**src/rtl/csr_trap_ctrl.sv**
```systemverilog
// csr_trap_ctrl: commit-side sequencer for CSR instructions, synchronous
// exceptions, interrupts and mret.
// Arbitrates once per IDLE cycle, issues CSR accesses to the CSR file (TMU),
// and in TRAP pulses the trap strobe together with the redirect target.
// Optional feature macro: CSR_TRAP_ILLEGAL_EN. When it is defined, a CSR
// access that the TMU rejects becomes an illegal-instruction trap (cause 2).
// dbg_state_o exposes the FSM state: 0 IDLE, 1 CSR_ISSUE, 2 CSR_WAIT, 3 TRAP.
// Handshake: csr_req is accepted on a rising edge where csr_req_valid_i and
// csr_req_ready_o are both 1. Trap requesters (excp/irq/mret) have no ready
// and must hold their request until the matching take_*/mret_o pulse is seen.
module csr_trap_ctrl (
    input  logic        cpu_clock_i,
    input  logic        cpu_reset_ni,
    input  logic        csr_req_valid_i,
    output logic        csr_req_ready_o,
    input  logic [11:0] csr_req_addr_i,
    input  logic [1:0]  csr_req_op_i,
    input  logic        csr_req_wr_i,
    input  logic [31:0] csr_req_data_i,
    output logic        csr_resp_valid_o,
    output logic [31:0] csr_resp_data_o,
    output logic        csr_resp_excp_o,
    input  logic        excp_valid_i,
    input  logic [29:0] excp_pc_i,
    input  logic [3:0]  excp_cause_i,
    input  logic [31:0] excp_tval_i,
    input  logic        mret_valid_i,
    input  logic [29:0] irq_pc_i,
    input  logic [2:0]  mip_i,
    input  logic        mie_i,
    output logic        tmu_valid_o,
    output logic [11:0] tmu_address_o,
    output logic [1:0]  tmu_opcode_o,
    output logic        tmu_wr_en_o,
    output logic [31:0] tmu_data_o,
    input  logic        tmu_done_i,
    input  logic        tmu_excp_i,
    input  logic [31:0] tmu_data_i,
    output logic        take_exception_o,
    output logic        take_interrupt_o,
    output logic        mret_o,
    output logic [29:0] tmu_epc_o,
    output logic [31:0] tmu_mtval_o,
    output logic [3:0]  tmu_mcause_o,
    input  logic [31:0] mtvec_i,
    input  logic [29:0] mepc_i,
    output logic        redirect_valid_o,
    output logic [31:0] redirect_pc_o,
    output logic        busy_o,
    output logic [1:0]  dbg_state_o
);

    localparam logic [1:0] S_IDLE      = 2'd0;
    localparam logic [1:0] S_CSR_ISSUE = 2'd1;
    localparam logic [1:0] S_CSR_WAIT  = 2'd2;
    localparam logic [1:0] S_TRAP      = 2'd3;

    logic [1:0]  r_state;
    logic        r_take_exc;
    logic        r_take_irq;
    logic        r_mret;
    logic        r_redirect_valid;
    logic [31:0] r_redirect_pc;
    logic [29:0] r_epc;
    logic [31:0] r_mtval;
    logic [3:0]  r_mcause;
    logic        r_tmu_valid;
    logic [11:0] r_tmu_addr;
    logic [1:0]  r_tmu_op;
    logic        r_tmu_wr;
    logic [31:0] r_tmu_data;
    logic        r_resp_valid;
    logic [31:0] r_resp_data;
    logic        r_resp_excp;
`ifdef CSR_TRAP_ILLEGAL_EN
    logic [29:0] r_csr_pc;
`endif

    logic        w_idle;
    logic        w_irq_pend;
    logic        w_win_excp;
    logic        w_win_irq;
    logic        w_win_mret;
    logic        w_win_csr;
    logic [3:0]  w_irq_cause;
    logic [31:0] w_mtvec_base;
    logic [31:0] w_irq_target;

    assign w_idle     = (r_state == S_IDLE);
    assign w_irq_pend = mie_i & (|mip_i);

    // Fixed priority: exception > interrupt > mret > CSR request.
    assign w_win_excp = w_idle & excp_valid_i;
    assign w_win_irq  = w_idle & ~excp_valid_i & w_irq_pend;
    assign w_win_mret = w_idle & ~excp_valid_i & ~w_irq_pend & mret_valid_i;

    // Ready is held low while reset is asserted so every output reads 0.
    assign csr_req_ready_o = cpu_reset_ni & w_idle & ~excp_valid_i & ~w_irq_pend & ~mret_valid_i;
    assign w_win_csr       = csr_req_valid_i & csr_req_ready_o;

    // Interrupt cause selection: external, then software, then timer.
    always_comb begin
        w_irq_cause = 4'd0;
        if (mip_i[2]) begin
            w_irq_cause = 4'd11;
        end else if (mip_i[0]) begin
            w_irq_cause = 4'd3;
        end else if (mip_i[1]) begin
            w_irq_cause = 4'd7;
        end
    end

    // Vectored mode (mtvec[1:0] == 01) offsets interrupts by 4*cause; the
    // 32-bit add wraps naturally.
    assign w_mtvec_base = {mtvec_i[31:2], 2'b00};
    assign w_irq_target = (mtvec_i[1:0] == 2'b01) ?
                          (w_mtvec_base + {26'd0, w_irq_cause, 2'b00}) : w_mtvec_base;

    // FSM plus all registered outputs; pulse outputs default low every cycle.
    always_ff @(posedge cpu_clock_i or negedge cpu_reset_ni) begin
        if (!cpu_reset_ni) begin
            r_state          <= S_IDLE;
            r_take_exc       <= 1'b0;
            r_take_irq       <= 1'b0;
            r_mret           <= 1'b0;
            r_redirect_valid <= 1'b0;
            r_redirect_pc    <= 32'd0;
            r_epc            <= 30'd0;
            r_mtval          <= 32'd0;
            r_mcause         <= 4'd0;
            r_tmu_valid      <= 1'b0;
            r_tmu_addr       <= 12'd0;
            r_tmu_op         <= 2'd0;
            r_tmu_wr         <= 1'b0;
            r_tmu_data       <= 32'd0;
            r_resp_valid     <= 1'b0;
            r_resp_data      <= 32'd0;
            r_resp_excp      <= 1'b0;
`ifdef CSR_TRAP_ILLEGAL_EN
            r_csr_pc         <= 30'd0;
`endif
        end else begin
            r_take_exc       <= 1'b0;
            r_take_irq       <= 1'b0;
            r_mret           <= 1'b0;
            r_redirect_valid <= 1'b0;
            r_tmu_valid      <= 1'b0;
            r_resp_valid     <= 1'b0;
            case (r_state)
                S_IDLE: begin
                    if (w_win_excp) begin
                        r_state          <= S_TRAP;
                        r_take_exc       <= 1'b1;
                        r_epc            <= excp_pc_i;
                        r_mcause         <= excp_cause_i;
                        r_mtval          <= excp_tval_i;
                        r_redirect_valid <= 1'b1;
                        r_redirect_pc    <= w_mtvec_base;
                    end else if (w_win_irq) begin
                        r_state          <= S_TRAP;
                        r_take_irq       <= 1'b1;
                        r_epc            <= irq_pc_i;
                        r_mcause         <= w_irq_cause;
                        r_mtval          <= 32'd0;
                        r_redirect_valid <= 1'b1;
                        r_redirect_pc    <= w_irq_target;
                    end else if (w_win_mret) begin
                        r_state          <= S_TRAP;
                        r_mret           <= 1'b1;
                        r_redirect_valid <= 1'b1;
                        r_redirect_pc    <= {mepc_i, 2'b00};
                    end else if (w_win_csr) begin
                        r_state     <= S_CSR_ISSUE;
                        r_tmu_valid <= 1'b1;
                        r_tmu_addr  <= csr_req_addr_i;
                        r_tmu_op    <= csr_req_op_i;
                        r_tmu_wr    <= csr_req_wr_i;
                        r_tmu_data  <= csr_req_data_i;
`ifdef CSR_TRAP_ILLEGAL_EN
                        r_csr_pc    <= irq_pc_i;
`endif
                    end
                end
                S_CSR_ISSUE: begin
                    r_state <= S_CSR_WAIT;
                end
                S_CSR_WAIT: begin
                    if (tmu_done_i) begin
`ifdef CSR_TRAP_ILLEGAL_EN
                        if (tmu_excp_i) begin
                            // Rejected access: raise illegal instruction instead of responding.
                            r_state          <= S_TRAP;
                            r_take_exc       <= 1'b1;
                            r_epc            <= r_csr_pc;
                            r_mcause         <= 4'd2;
                            r_mtval          <= 32'd0;
                            r_redirect_valid <= 1'b1;
                            r_redirect_pc    <= w_mtvec_base;
                        end else begin
                            r_state      <= S_IDLE;
                            r_resp_valid <= 1'b1;
                            r_resp_data  <= tmu_data_i;
                            r_resp_excp  <= 1'b0;
                        end
`else
                        r_state      <= S_IDLE;
                        r_resp_valid <= 1'b1;
                        r_resp_data  <= tmu_data_i;
                        r_resp_excp  <= tmu_excp_i;
`endif
                    end
                end
                default: begin
                    r_state <= S_IDLE;
                end
            endcase
        end
    end

    assign csr_resp_valid_o = r_resp_valid;
    assign csr_resp_data_o  = r_resp_data;
    assign csr_resp_excp_o  = r_resp_excp;
    assign tmu_valid_o      = r_tmu_valid;
    assign tmu_address_o    = r_tmu_addr;
    assign tmu_opcode_o     = r_tmu_op;
    assign tmu_wr_en_o      = r_tmu_wr;
    assign tmu_data_o       = r_tmu_data;
    assign take_exception_o = r_take_exc;
    assign take_interrupt_o = r_take_irq;
    assign mret_o           = r_mret;
    assign tmu_epc_o        = r_epc;
    assign tmu_mtval_o      = r_mtval;
    assign tmu_mcause_o     = r_mcause;
    assign redirect_valid_o = r_redirect_valid;
    assign redirect_pc_o    = r_redirect_pc;
    assign busy_o           = ~w_idle;
    assign dbg_state_o      = r_state;

endmodule

```
**config.mk**
```make
export PLATFORM = sky130hd
export DESIGN_NAME = csr_trap_ctrl
export DESIGN_NICKNAME = d
export VERILOG_FILES = /design/src/rtl/csr_trap_ctrl.sv
export SDC_FILE = /design/constraint.sdc
export NUM_CORES = 1
export LEC_CHECK = 0
export ABC_AREA = 0
export BUFFER_PORTS_ARGS = -buffer_cell sky130_fd_sc_hd__buf_2
export CELL_PAD_IN_SITES_DETAIL_PLACEMENT = 1
export CELL_PAD_IN_SITES_GLOBAL_PLACEMENT = 1
export CORE_AREA = 2 2 170 172
export CTS_CLUSTER_SIZE = 24
export DETAILED_ROUTE_END_ITERATION = 10
export DIE_AREA = 0 0 172 174
export PLACE_DENSITY_LB_ADDON = 0.3
export SYNTH_ARGS = -nofsm -noshare
export SYNTH_HDL_FRONTEND = slang
export SYNTH_SLANG_ARGS = --single-unit
```
**constraint.sdc**
```tcl
create_clock -name cpu_clock_i -period 3.4 [get_ports cpu_clock_i]
set_input_delay 1.02 -clock cpu_clock_i [delete_from_list [all_inputs] [get_ports cpu_clock_i]]
set_output_delay 1.02 -clock cpu_clock_i [all_outputs]
set_load 0.02 [all_outputs]
```
# Word-level counts from Yosys, hierarchy flattened
# Index checks and enable logic that the tools add are counted.
# word_totals
ff_bits	186
latchBits	0
mem_bits_rw	0
romBits	0
output_inout_bits	188
elab_cells	88
memories	0
# classes
n_addsub	1
mul	0
div	0
n_lt_le_gt_ge	0
eq_ne	5
shifts	0
muxes	38
n_bitwise	18
n_reduce_logical	9
# op_table
cell	count
32-bit 2-to-1 mux	6
30-bit 2-to-1 mux	2
32-bit by 6-bit adder with 32-bit output	1
1-bit 2-to-1 mux	19
4-bit 2-to-1 mux	3
1-bit bitwise AND	11
2-bit 2-to-1 mux	5
2-bit AND reduction	4
1-bit inverter	7
3-bit 2-to-1 mux	2
2-bit case mux with 3 select lines	1
5-bit by 1-bit != test with 1-bit output, second input constant	1
5-bit AND reduction	1
2-bit by 1-bit == test with 1-bit output, second input constant	2
3-bit nonzero test	1
3-bit OR reduction	1
2-bit == test, second input constant	1
2-bit zero test	1
2-bit != test, second input constant	1
2-bit nonzero test	1

# Logic depth before layout (Yosys ltp)
# depth
depth_word	11
mapped_depth	10
mapped_depth_nobuf	9

# Least setup slack after synthesis
# Ideal clock, no wire load.
# synth_path
kind	input to register
start	input port mip_i[0]
end	register r_redirect_pc[16], in the netlist redirect_pc_o[16]
setup_ns	0.104
arrival_time_ns	3.030
t_required_ns	3.296
path_slack_ns	0.266
stages	10
path_buffers	1
path_cell_list	or3_1 -> ha_1 -> inv_1 -> fa_1 -> nor2b_1 -> o31ai_2 -> clkbuf_1 -> nor3_1 -> xnor2_1 -> a221oi_1
# synth_between
elab_chain_len	7
elab_cells_between_ends	14
cone_classes	1 x add/sub; 5 x mux; 5 x bitwise; 3 x reduce/logical
# synth_rtl
item	line_no	text
start, declared	29	input logic [2:0] mip_i,
parallel branches: the longest is 7 deep, another holds 32-bit by 6-bit adder with 32-bit output	--	
end signal, assigned	158	r_redirect_pc <= w_mtvec_base;
end signal, assigned	166	r_redirect_pc <= w_irq_target;
end signal, assigned	171	r_redirect_pc <= {mepc_i, 2'b00};
end, declared	63	logic [31:0] r_redirect_pc;
# Several ways; the timed one is not identified.
# A chain may end at the register's enable or synchronous reset.

# Worst setup path after layout
# layout_path
start	input port mip_i[0]
end	output port csr_req_ready_o
# layout_between
elab_chain_len	5
# layout_rtl
item	line_no	text
3-bit OR reduction	90	assign w_irq_pend = mie_i & (|mip_i);
1-bit bitwise AND	90	
1-bit inverter	98	assign csr_req_ready_o = cpu_reset_ni & w_idle & ~excp_valid_i & ~w_irq_pend & ~mret_valid_i;
1-bit bitwise AND (2 in a row)	98	
end, declared	15	output logic csr_req_ready_o,
# No other way between the ends.

==> summary.md <==
| Metric | Value |
|---|---|
| Clock sinks | 184 |
| Clock Path Buffers | 2 |
| Vias in the first global route | 8,365 |
| Cell area after placement | 11,000 um^2 |
| WL final | 32,300 um |
| Gate count after technology mapping | 808 |
| Layout Nets | 1,482 |
| Placer congestion estimate | 0.796 |
| DR iter-0 viols | 388 |
| CP dominant cell by count | buf_2 |
| CTS tree | yes |
| Root buffer cell | clkbuf_16 |
| Core Area | 28,200 um^2 |
| Initial antenna violation count | 16 |
| HPWL after DPL | 24,600 um |
| Share of flip-flops with an asynchronous set or reset | 100% |
| Final count of negative-setup-slack endpoints | 0 |
| Reg clk slew, reported paths | 0.07 ns |
| Synth Cell Area | 8330 um^2 |
| Area of the multi-input gates | 3430 um^2 |
| Top FF cell, synth | dfrtp_1 |
| PortBufs | 433 |
| Power Total | 10.5 mW |
| First-pass iteration count of the detailed router | 4 |
| Crit path max-delay family | compound AO/OA/AOI/OAI gates |
| Final Hold Vio Count | 0 |
| Worst skew pair latency | 0.44 ns |
| Most frequent cells after synthesis | nand2_1, dfrtp_1, nor2_1 |
| Post-synthesis sequential area ratio | 55.3% |
| Post-route design area | 11,600 um^2 |
| WS Path Type | input pin to primary output |
| Reg area | 4600 um^2 |
| CP Capture Type | primary output |
| Max Cap Viol | 0 |
| Synth area leader | dfrtp_1 |
| Post_cts resized | 0 |
| Max-slew violation count | 0 |
| Slowest-stage cell, CP | o31a_4 |
| Worst path cell trace | buf_2 > o31a_4 > nor3_4 > and3_4 > buf_2 |
| Routed Antenna Nets | 0 |
| Num CTS Buffers | 17 |
| Largest cells by area after synthesis | dfrtp_1, nand2_1, mux2_2, a22o_1, a31oi_1 |
| Synth Register Bits | 184 |
| Vias | 7,957 |
| Outcome | complete, no violations |
| Pre-CTS WS | 0.0389 ns |
| Final TNS setup | 0 ns |
| RSZ-0062 raised after global routing | false |
| Die H | 174 um |
| Hold_buf cts | 0 |
| Leakage | 5.98 nW |
| Startpoint class of the critical path | input pin |
| Synthesis warning total | 0 |
| Initial Util | 29.5% |
| Crit-path max cell delay | 0.42 ns |
| Max Fclk | 0.314 GHz |
| Clock skew | 0.0104 ns |
| Post-CTS Setup Inserts | 0 |
| Synth top area share | 55.3% |
| Power Density | 905 nW/um^2 |
| Final critical-path required period | 3.19 ns |
| Synth unique cells | 67 |
| Area grow syn2layout | 38.7% |
| Most numerous cell in the Yosys netlist | nand2_1 |
| Worst slew margin | 52.4% |
| Rows | 62 |
| Placed insts | 1,594 |
| Fill count | 3,397 |
| I/O Pins | 436 |
| First-pass GRT wire length | 48,800 um |
| WL per Instance | 19.8 um |
| Vias per cell | 4.86 |
| GRT overflow | 0 |
| Die area | 29,900 um^2 |
| Largest net degree at the start of global routing | 98 |
| Share of layout cells above drive strength 1 | 44.3% |
| Slew @ Worst Pin | 0.714 ns |
| Drt drc | 0 |
| Non-Filler Instances | 1,637 |
| Peak VDD IR | 0.000345 V |
| Worst EP arrival | 2.17 ns |
| Total track usage | 21.4% |
| Fin util | 40.9% |
| Worst Path Required | 2.38 ns |
| Final period utilization | 93.7% |
| Die X | 172 um |
| Hold_ws | 0.468 ns |
| Setup WS post-layout | 0.215 ns |
| Max FO, Critical Path | 7 |
| CTS H-Tree Depth | 4 |
| Min-Delay Path Class | flop to flop |
| Synthesized area per cell | 10.3 um^2 |
| Buf+Inv Stages, Crit Path | 2 |
| Post-synth EDFFs | 0 |
worst min-delay path, cell delays in order (launching register included):
cell     delay [ns]
dfrtp_1        0.34
nand2_1        0.05
nand2_1        0.05
cell type report:
class | instances | share of cell area [%]
clock buffer | 20 | 3.78
antenna | 11 | 0.238
timing repair buffer | 456 | 20.8
tap | 384 | 4.16
inverter | 14 | 0.455
multi-input combinational | 556 | 29.7
clock inverter | 12 | 1.03
sequential | 184 | 39.9
flip-flops by register name (all words and copies together) (netlist names), 2 cells and up:
name and flops:
tmu_mtval_o 32, tmu_epc_o 30, tmu_opcode_o 2, redirect_pc_o 30, dbg_state_o 2, tmu_data_o 32
tmu_mcause_o 4, tmu_address_o 12, csr_resp_data_o 32
layer usage:
metal / share of wire (%) / track usage (%) / wire length (um) / up-vias
met5: 0.26 / 0 / 85 / -
met4: 1.9 / 7.21 / 607 / 12
met3: 9.3 / 8.13 / 3000 / 46
met2: 50 / 36.3 / 16000 / 306
met1: 39 / 24.7 / 12600 / 3892
li1: - / - / - / 3701
layout by cell type (no fill, tap or decap), types with 4 or more instances in the layout:
master | Yosys | layout
o21a_1 | 5 | 5
buf_12 | 0 | 4
inv_1 | 12 | 12
clkinvlp_4 | 0 | 5
mux2_4 | 8 | 8
and4_1 | 5 | 5
diode_2 | 0 | 11
dfrtp_1 | 184 | 184
o221ai_1 | 4 | 4
a211oi_1 | 5 | 5
o22ai_1 | 14 | 14
buf_2 | 23 | 432
mux2_2 | 39 | 39
buf_4 | 3 | 19
a31oi_1 | 37 | 37
o21ai_0 | 19 | 19
xnor2_1 | 16 | 16
nand2_1 | 198 | 196
nor2_1 | 49 | 48
nand3_1 | 12 | 12
a22o_1 | 32 | 32
nor4_1 | 12 | 12
ha_1 | 4 | 4
clkbuf_16 | 0 | 17
nor3_1 | 13 | 13
a21oi_1 | 13 | 13
path summary, 6_finish.rpt:
kind	cells after the start	startpoint	to	slack [ns]
setup / recovery	5	mip_i[0]	csr_req_ready_o	0.21
hold / removal	2	csr_resp_data_o[19]	csr_resp_data_o[19]	0.47
setup reg to reg	6	dbg_state_o[1]	redirect_pc_o[12]	1.13
hold reg to reg	2	csr_resp_data_o[19]	csr_resp_data_o[19]	0.47
max in group asynchronous	3	cpu_reset_ni	csr_resp_data_o[16]	1.57
min in group asynchronous	2	cpu_reset_ni	tmu_epc_o[28]	0.76
logic make-up (layout without fill, tap and decap cells):
| kind of cell | Yosys count | count (layout) | synth area share [%] |
|---|---|---|---|
| adders and majority gates | 5 | 5 | 0.842 |
| buffers and inverters | 69 | 502 | 3.77 |
| and+or+nand+nor | 318 | 318 | 17.0 |
| other | 1 | 13 | 0.0450 |
| muxes | 50 | 50 | 7.08 |
| AOI/OAI and AO/OA | 164 | 164 | 14.2 |
| xor gates and xnor gates | 17 | 17 | 1.79 |
| DFF | 184 | 184 | 55.3 |
report_power, final:
group	total, mW	switching (mW)	internal (mW)	leakage [nW]
sequential	3.74	0.544	3.20	2.27
clock	1.95	0.926	1.02	0.255
combinational	4.77	3.07	1.70	3.45
(Power assumes the default switching activity.)
